$ cat src/rtl/uart_pkg.sv
// Shared types and constants for the UART receive path.
// Bus read word layout: [7:0] byte, [8] valid, [9] overrun, [10] framing error.
package uart_pkg;

  typedef enum logic [2:0] {
    IDLE,
    START,
    DATA,
    STOP,
    BREAK
  } rx_state_t;

  typedef enum logic [1:0] {
    R_IDLE,
    R_POP,
    R_RESP
  } rd_state_t;

  localparam int RX_VALID_BIT   = 8;
  localparam int RX_OVERRUN_BIT = 9;
  localparam int RX_FRAME_BIT   = 10;

  // Clocks per oversample tick for an 8x oversampled receiver.
  function automatic int default_prescale(input int clk_hz, input int baud);
    return clk_hz / (baud * 8);
  endfunction

endpackage

$ cat src/rtl/uart_rx_deserializer.sv
// Synchronises the serial line, times bit centres with a down-counter and
// shifts in 8N1 frames; pulses byte_valid or frame_err when the stop bit is sampled.
module uart_rx_deserializer
  import uart_pkg::*;
#(
  parameter int PRESCALE = default_prescale(50000000, 9600)
) (
  input  logic       i_clock,
  input  logic       i_reset,
  input  logic       rx,
  output logic       byte_valid,
  output logic [7:0] byte_data,
  output logic       frame_err
);

  localparam int CW = $clog2(PRESCALE * 8);
  localparam logic [CW-1:0] HALF_LOAD = CW'(PRESCALE * 4 - 1);
  localparam logic [CW-1:0] BIT_LOAD  = CW'(PRESCALE * 8 - 1);
  localparam logic [CW-1:0] CNT_ONE   = CW'(1);

  logic            rx_meta_reg;
  logic            rx_s_reg;
  rx_state_t       state_reg, state_next;
  logic [CW-1:0]   cnt_reg, cnt_next;
  logic [2:0]      bit_idx_reg, bit_idx_next;
  logic [7:0]      shift_reg, shift_next;
  logic            tick;

  // Both sync flops reset to the idle level so reset never fakes a start bit.
  always_ff @(posedge i_clock) begin
    if (i_reset) begin
      rx_meta_reg <= 1'b1;
      rx_s_reg    <= 1'b1;
    end else begin
      rx_meta_reg <= rx;
      rx_s_reg    <= rx_meta_reg;
    end
  end

  always_ff @(posedge i_clock) begin
    if (i_reset) begin
      state_reg   <= IDLE;
      cnt_reg     <= '0;
      bit_idx_reg <= '0;
      shift_reg   <= '0;
    end else begin
      state_reg   <= state_next;
      cnt_reg     <= cnt_next;
      bit_idx_reg <= bit_idx_next;
      shift_reg   <= shift_next;
    end
  end

  assign tick      = (cnt_reg == '0);
  assign byte_data = shift_reg;

  always_comb begin
    state_next   = state_reg;
    cnt_next     = cnt_reg;
    bit_idx_next = bit_idx_reg;
    shift_next   = shift_reg;
    byte_valid   = 1'b0;
    frame_err    = 1'b0;
    unique case (state_reg)
      IDLE: begin
        if (!rx_s_reg) begin
          state_next = START;
          cnt_next   = HALF_LOAD;
        end
      end
      START: begin
        if (!tick) begin
          cnt_next = cnt_reg - CNT_ONE;
        end else if (rx_s_reg) begin
          state_next = IDLE;
        end else begin
          state_next   = DATA;
          bit_idx_next = '0;
          cnt_next     = BIT_LOAD;
        end
      end
      DATA: begin
        if (!tick) begin
          cnt_next = cnt_reg - CNT_ONE;
        end else begin
          shift_next   = {rx_s_reg, shift_reg[7:1]};
          cnt_next     = BIT_LOAD;
          bit_idx_next = bit_idx_reg + 3'd1;
          if (bit_idx_reg == 3'd7) state_next = STOP;
        end
      end
      STOP: begin
        if (!tick) begin
          cnt_next = cnt_reg - CNT_ONE;
        end else if (rx_s_reg) begin
          byte_valid = 1'b1;
          state_next = IDLE;
        end else begin
          frame_err  = 1'b1;
          state_next = BREAK;
        end
      end
      BREAK: begin
        if (rx_s_reg) state_next = IDLE;
      end
      default: state_next = IDLE;
    endcase
  end

endmodule

$ cat src/rtl/uart_rx.sv
// UART receiver: deserialiser feeding a circular byte buffer that the CPU
// drains through a request/ready read handshake, with sticky error flags.
module uart_rx
  import uart_pkg::*;
#(
  parameter int PRESCALE = default_prescale(50000000, 9600),
  parameter int DEPTH    = 16
) (
  input  logic        i_clock,
  input  logic        i_reset,
  input  logic        i_request,
  output logic [31:0] o_rdata,
  output logic        o_ready,
  input  logic        UART_RX
);

  localparam int AW = $clog2(DEPTH);
  localparam logic [AW:0] FULL_COUNT = (AW + 1)'(DEPTH);

  logic           byte_valid;
  logic [7:0]     byte_data;
  logic           frame_err;

  logic [7:0]     mem [DEPTH];
  logic [AW-1:0]  wr_ptr_reg;
  logic [AW-1:0]  rd_ptr_reg;
  logic [AW:0]    count_reg;
  logic           overrun_reg;
  logic           frame_reg;
  rd_state_t      rd_state_reg, rd_state_next;
  logic [7:0]     rd_byte_reg;
  logic           rd_valid_reg;
  logic           rd_overrun_reg;
  logic           rd_frame_reg;

  logic           full;
  logic           pop;
  logic           push;
  logic           overrun_set;
  logic           flag_clr;

  uart_rx_deserializer #(
    .PRESCALE (PRESCALE)
  ) u_deser (
    .i_clock    (i_clock),
    .i_reset    (i_reset),
    .rx         (UART_RX),
    .byte_valid (byte_valid),
    .byte_data  (byte_data),
    .frame_err  (frame_err)
  );

  assign full        = (count_reg == FULL_COUNT);
  assign flag_clr    = (rd_state_reg == R_POP);
  assign pop         = flag_clr && (count_reg != '0);
  // A pop in the same cycle frees a slot, so a full buffer can still accept.
  assign push        = byte_valid && (!full || pop);
  assign overrun_set = byte_valid && full && !pop;

  always_ff @(posedge i_clock) begin
    if (push) mem[wr_ptr_reg] <= byte_data;
  end

  always_ff @(posedge i_clock) begin
    if (i_reset) begin
      wr_ptr_reg <= '0;
      rd_ptr_reg <= '0;
      count_reg  <= '0;
    end else begin
      if (push) wr_ptr_reg <= wr_ptr_reg + 1'b1;
      if (pop)  rd_ptr_reg <= rd_ptr_reg + 1'b1;
      unique case ({push, pop})
        2'b10:   count_reg <= count_reg + 1'b1;
        2'b01:   count_reg <= count_reg - 1'b1;
        default: count_reg <= count_reg;
      endcase
    end
  end

  // Set has priority over the clear issued by a pop in the same cycle.
  always_ff @(posedge i_clock) begin
    if (i_reset) begin
      overrun_reg <= 1'b0;
      frame_reg   <= 1'b0;
    end else begin
      overrun_reg <= overrun_set | (overrun_reg & ~flag_clr);
      frame_reg   <= frame_err | (frame_reg & ~flag_clr);
    end
  end

  always_ff @(posedge i_clock) begin
    if (i_reset) begin
      rd_state_reg   <= R_IDLE;
      rd_byte_reg    <= '0;
      rd_valid_reg   <= 1'b0;
      rd_overrun_reg <= 1'b0;
      rd_frame_reg   <= 1'b0;
    end else begin
      rd_state_reg <= rd_state_next;
      if (flag_clr) begin
        rd_byte_reg    <= pop ? mem[rd_ptr_reg] : 8'h00;
        rd_valid_reg   <= pop;
        rd_overrun_reg <= overrun_reg;
        rd_frame_reg   <= frame_reg;
      end
    end
  end

  always_comb begin
    rd_state_next = rd_state_reg;
    o_ready       = 1'b0;
    unique case (rd_state_reg)
      R_IDLE: if (i_request) rd_state_next = R_POP;
      R_POP:  rd_state_next = R_RESP;
      R_RESP: begin
        o_ready = i_request;
        if (!i_request) rd_state_next = R_IDLE;
      end
      default: rd_state_next = R_IDLE;
    endcase
  end

  always_comb begin
    o_rdata                 = '0;
    o_rdata[7:0]            = rd_byte_reg;
    o_rdata[RX_VALID_BIT]   = rd_valid_reg;
    o_rdata[RX_OVERRUN_BIT] = rd_overrun_reg;
    o_rdata[RX_FRAME_BIT]   = rd_frame_reg;
  end

endmodule

$ cat config.mk
export PLATFORM = sky130hd
export DESIGN_NAME = uart_rx
export DESIGN_NICKNAME = d
export VERILOG_FILES = /design/src/rtl/uart_pkg.sv /design/src/rtl/uart_rx_deserializer.sv /design/src/rtl/uart_rx.sv
export SDC_FILE = /design/constraint.sdc
export NUM_CORES = 1
export LEC_CHECK = 0
export ABC_AREA = 0
export ABC_CLOCK_PERIOD_IN_PS = 3200
export BUFFER_PORTS_ARGS = -buffer_cell sky130_fd_sc_hd__buf_2
export CORE_MARGIN = 2
export CORE_UTILIZATION = 40
export CTS_CLUSTER_DIAMETER = 100
export DETAILED_ROUTE_END_ITERATION = 10
export PLACE_DENSITY = 0.55
export SKIP_LAST_GASP = 1
export SYNTH_ARGS = -nofsm -noshare
export SYNTH_HDL_FRONTEND = slang
export SYNTH_SLANG_ARGS = --single-unit
$ cat constraint.sdc
create_clock -name i_clock -period 3.2 [get_ports i_clock]
set_input_delay 0.64 -clock i_clock [delete_from_list [all_inputs] [get_ports i_clock]]
set_output_delay 0.64 -clock i_clock [all_outputs]
set_load 0.02 [all_outputs]
**After elaboration in Yosys (flattened, before gate mapping)**

Memories as Yosys holds them, arrays and structs flattened. A register that Yosys moved wholly into a read port is not among the register bits.
Index checks and enable logic that the tools add are counted.

- $add $sub $neg: 6
- Eq/ne operators: 21
- Multiplexer cells: 35
- Bitwise logic cells: 5
- Reduce and logical (&&, ||, !) cells: 19

Operators by type and width:

| cell | number |
|---|---|
| 2-to-1 mux 13 bit | 5 |
| one-hot mux 13 bit (4 select lines) | 1 |
| 2-to-1 mux 3 bit | 10 |
| one-hot mux 3 bit (5 select lines) | 1 |
| logical NOT 13 bit | 1 |
| subtractor 13 x 1 -> 13 bit, second input constant | 1 |
| inequality test 2 x 1 -> 1 bit, second input constant | 5 |
| inequality test 2 bit, second input constant | 5 |
| one-hot mux 5 bit (2 select lines) | 1 |
| 2-to-1 mux 1 bit | 9 |
| adder 4 x 1 -> 4 bit, second input constant | 2 |
| 2-to-1 mux 4 bit | 2 |
| 2-to-1 mux 8 bit | 1 |
| AND reduction 4 bit | 2 |
| equality test 3 x 2 -> 1 bit, second input constant | 2 |
| equality test 3 bit, second input constant | 2 |
| 2-to-1 mux 2 bit | 3 |
| one-hot mux 2 bit (3 select lines) | 1 |
| one-hot mux 3 bit (2 select lines) | 1 |
| AND reduction 6 bit | 1 |
| adder 5 x 1 -> 5 bit, second input constant | 1 |
| equality test 5 bit, second input constant | 1 |
| nonzero test 5 bit | 1 |
| subtractor 5 x 1 -> 5 bit, second input constant | 1 |
| other kinds (16) | 26 |

- Register bits: 57
- Bits in writable memories: 128
- Bits of input ports: 4
- Output and inout port bits: 33
- Logic and storage cells: 103
- Memories kept: 1

Memory list:

| memory | depth | bits a word | rd ports | clocked after Yosys merged registers in | write ports | line | RTL |
|---|---|---|---|---|---|---|---|
| mem | 16 | 8 | 1 | 1 | 1 | uart_rx.sv:24 | `logic [7:0] mem [DEPTH];` |

**Logic depth before layout (Yosys ltp)**

- Word-level depth: 6
- Gate-level depth with buffers: 12
- Depth with buffers taken out: 12

**Cells and area by module**

From an unflattened synthesis, not the netlist that was laid out.

- Cells, all modules: 582
- Area total of the unflattened synthesis: 8127.8 um^2

Modules (own cells, without submodules):

| module | instances | cells each | area each (um^2) | sequential area each (um^2) |
|---|---|---|---|---|
| uart_rx | 1 | 387 | 6597.6 | 4484.3 |
| uart_rx_deserializer | 1 | 195 | 1530.2 | 580.6 |

**Worst setup path before layout**

No wires, ideal clock.

- Path kind: flip-flop to flip-flop
- Start: reg u_deser.cnt_reg[7]
- End: mem mem[2][0], enable pin
- Library setup time: 0.383 ns
- Arrival: 2.562 ns
- Data required time: 2.817 ns
- Path slack: 0.254 ns
- Cell stages (with the launch flop): 7
- Buffers on the path: 1
- Path through: dfxtp_1 -> or4_4 -> nor4b_2 -> and2_1 -> buf_4 -> nand2_1 -> nor3_1

- Word-level cells in the longest chain between the ends: 6

RTL lines:

| item | line | RTL |
|---|---|---|
| from (decl) | uart_rx_deserializer.sv:24 | `logic [CW-1:0] cnt_reg, cnt_next;` |
| from (signal assigned) | uart_rx_deserializer.sv:48 | `cnt_reg <= cnt_next;` |
| logical NOT 13 bit | uart_rx_deserializer.sv:54 | `assign tick = (cnt_reg == '0);` |
| 2-to-1 mux 1 bit | uart_rx_deserializer.sv:93 | `if (!tick) begin` |
| 2-to-1 mux 1 bit | uart_rx_deserializer.sv:64 | `unique case (state_reg)` |
| logical AND 1 bit | uart_rx.sv:57 | `assign push = byte_valid && (!full \|\| pop);` |
| 2-to-1 mux 1 bit | uart_rx.sv:61 | `if (push) mem[wr_ptr_reg] <= byte_data;` |
| 2-to-1 mux 1 bit (implied by the code) | uart_rx.sv:61 |  |
| to (decl) | uart_rx.sv:24 |  |

Every way passes these cells.

**Final worst setup path**

- Start: reg u_deser.cnt_reg[0]
- End: reg count_reg[4]

- Word-level cells in the longest chain between the ends: 6
- Elaborated cells on any way between the ends: 8
- Those cells by class: 2 x eq/ne; 3 x mux; 3 x reduce/logical

RTL lines:

| item | line | RTL |
|---|---|---|
| logical NOT 13 bit * | uart_rx_deserializer.sv:54 |  |
| 2-to-1 mux 1 bit * | uart_rx_deserializer.sv:93 |  |
| 2-to-1 mux 1 bit * | uart_rx_deserializer.sv:64 |  |
| logical AND 1 bit * | uart_rx.sv:57 |  |
| equality test 2 x 1 -> 1 bit / equality test 2 bit (equally long branches) | uart_rx.sv:72 | `unique case ({push, pop})` |
| one-hot mux 5 bit (2 select lines) / nonzero test 2 bit (equally long branches) | -- |  |
| to (signal assigned) | uart_rx.sv:73 | `2'b10: count_reg <= count_reg + 1'b1;` |
| to (signal assigned) | uart_rx.sv:74 | `2'b01: count_reg <= count_reg - 1'b1;` |
| to (signal assigned) | uart_rx.sv:75 | `default: count_reg <= count_reg;` |
| to (decl) | uart_rx.sv:27 | `logic [AW:0] count_reg;` |

Mark *: on every way between the ends. The rest lies on a longest branch, timed or not.
A chain may end at the register's enable or synchronous reset.

==> summary.txt <==
Floorplan
  • Initial Util: 0.406
  • Core area: 0.0193 mm^2
  • Cell Rows: 51
  • Die Area: 0.0207 mm^2
  • Die W: 144 um
  • Die Y: 144 um
  • IO Pins: 37

Yosys
  • EDFF count, synth: 128
  • Mapped Cells: 548
  • Top cells by area, synth: edfxtp_1, dfxtp_1, mux4_2
  • Syn_area_per_cell: 14.3 um^2
  • Netlist Area Pre-Place: 0.00784 mm^2
  • Post-synth ARST share: 0
  • Count of cell types in the netlist: 53
  • Seq/Total Area, Yosys: 0.646
  • Synth top area share: 0.490
  • Yosys top cell by area: edfxtp_1
  • Seq cells post-synth: 189
  • Synth Flop Type: edfxtp_1
  • Yosys warnings: 0

GRT
  • Initial antenna violation count: 0
  • Largest net degree at the start of global routing: 50
  • Gr usage total: 0.156
  • First-pass GRT wire length: 23.7 mm
  • Vias in the first global route: 4276
  • Grt ovf: 0

Clock tree
  • Root buffer cell: clkbuf_16
  • Post-CTS Resized: 0
  • Clock slew at reported path FFs: 0.07 ns
  • CTS Buf Count: 17
  • CTS Buffer Depth: 2
  • CTS HTree Levels: 4
  • Sink Count: 189
  • Hold_buf cts: 0
  • Clock latency on the worst-skew pair: 0.43 ns
  • # Post-CTS Setup Buffers: 0
  • CTS tree: built

Route
  • Wire length per cell: 17.7 um
  • Metal-1 WL: 6.74 mm
  • Metal2 WL: 7.56 mm
  • Vias per cell: 5.06
  • Routed Wire Length: 15.1 mm
  • Uppermost routed layer: met4
  • DRT antenna net count: 0
  • Detailed Route Iter0 Violations: 295
  • DRC viols: 0
  • Met3 WL post-DR: 585 um
  • 1st-pass router iterations: 4
  • Vias: 4318

Setup path
  • CP Depth: 12
  • Crit path largest cell delay: 0.41 ns
  • Setup Crit Path Kind: register to register
  • CP max-delay cell: nor4b_2
  • Data required, critical path: 3.50 ns
  • CP Max Fanout: 5
  • Worst flop-to-flop path endpoint: count_reg[4]
  • Worst path cell trace: inv_1 > ha_1 > nor4b_1 > nor4b_2 > a21oi_2 > xor2_1 > ha_1 > or3_1 > a21oi_1 > a22oi_1 > xnor2_1 > nor2_1
  • Worst Path Arrival: 3.18 ns
  • CP bufs+invs: 1
  • Worst Setup End Kind: register
  • R2R Setup Slk: 0.33 ns
  • CP top delay family: simple AND/OR/NAND/NOR gates
  • Setup crit start kind: register
  • Worst R2R Start: u_deser.cnt_reg[0]
  • R2R cell count: 12
  • CP most frequent cell: ha_1

STA
  • Final setup TNS: 0 ns
  • Slew Viols, Final: 0
  • Slew headroom: 0.258
  • Crit share post-route: 0.898
  • RSZ-0062 raised after global routing: false
  • # setup viols final: 0
  • Max Clk Rate: 0.348 GHz
  • Clock period minus worst slack: 2.87 ns
  • Hold Violations, Final: 0
  • Layout Skew: 0.0104 ns
  • Worst-Margin Slew: 1.11 ns

Flow run
  • Max Cap Violations: 0

Min path
  • Hold path endpoint: u_deser.rx_meta_reg
  • Hold depth: 2
  • Hold_sp: UART_RX
  • Worst Hold Class: primary input to register

Place
  • IO Port Bufs: 15
  • Hpwl dp: 9.80 mm
  • Gpl congestion: 0.784

Pwr
  • Peak supply drop: 401 uV
  • Power density cells: 573 mW/mm^2
  • Total power: 5.06 mW
  • Leak Pwr: 3.02 nW

Finish
  • Most common cell after layout, fill and taps aside: edfxtp_1
  • Share of post-route cells with drive strength above 1: 0.214
  • Layout area overhead: 12.6%
  • Most frequent cells in the layout: edfxtp_1, nor2_1, dfxtp_1
  • Final nets: 591
  • Final antenna diode count: 0
  • Max reg flops: 128

Status
  • Status: completed
## synth_stat cells (3+ instances only)
cell type and number:
a21oi_2 3, mux4_2 40, buf_2 4, ha_1 11
o21ai_0 21, nor2_1 61, inv_1 13, nor3_1 14
a21oi_1 25, edfxtp_1 128, xor2_1 6, nand2b_1 7
mux2i_1 12, xnor2_1 5, or2_2 4, a22oi_1 5
clkbuf_1 16, nor2b_1 3, nor4_1 3, nand2_1 34
a31oi_1 4, dfxtp_1 61, or3_1 5, buf_4 26
## layer usage
metal  track usage  vias to the layer above
met3        0.0368                       15
met1         0.198                     2160
met4        0.0495                        0
li1              -                     2060
met2         0.265                       83
met5             0                        -
## final cells by class
class | count | area (um^2)
clock buffers | 19 | 453
fillers | 1705 | 10500
repair buffers | 38 | 260
flip-flops and latches | 189 | 5070
multi-input cells | 317 | 2510
clock inverters | 13 | 160
well taps | 265 | 332
inverters | 13 | 48.8
## worst register-to-register path: stages, from the launching register on
cell	delay, ns
dfxtp_1	0.35
inv_1	0.09
ha_1	0.15
nor4b_1	0.40
nor4b_2	0.41
a21oi_2	0.16
xor2_1	0.17
ha_1	0.23
or3_1	0.31
a21oi_1	0.15
a22oi_1	0.12
xnor2_1	0.15
nor2_1	0.05
## cell families after synthesis
group | count (synthesis) | synth area share
XOR/XNOR | 11 | 0.0123
AND/OR/NAND/NOR | 151 | 0.0954
buffers and inverters | 62 | 0.0437
flip-flops | 189 | 0.646
adder cells (fa/ha/maj) | 11 | 0.0176
multiplexers | 52 | 0.130
other | 1 | 0.000478
AO/OA/AOI/OAI | 71 | 0.0544
## worst max-delay path by stage
stage | startpoint | to
after floorplan | u_deser.cnt_reg[7] | mem[2][0]
after global placement | u_deser.cnt_reg[7] | count_reg[4]
after detailed placement | u_deser.cnt_reg[0] | count_reg[4]
after CTS | u_deser.cnt_reg[0] | count_reg[4]
after global routing | u_deser.cnt_reg[1] | count_reg[4]
final | u_deser.cnt_reg[0] | count_reg[4]
## power by group
group,internal [mW],switching [mW],total [mW]
Clock,1.28,0.897,2.17
Sequential,2.59,0.0207,2.61
Combinational,0.0913,0.179,0.270
Total,3.96,1.10,5.06
## per-stage QoR
stage	instance area (um^2)	hold slack, ns	utilization	std cells	worst slack, ns
final	8830	0.391	0.457	854	0.327
after floorplan	7920	0.389	-	568	0.254
after global routing	8830	0.374	0.457	854	0.0560
after CTS	8830	0.378	0.457	854	0.370
after global placement	8220	0.399	0.425	822	0.507
after detailed placement	8220	0.403	0.425	822	0.409
(Power assumes the default switching activity.)
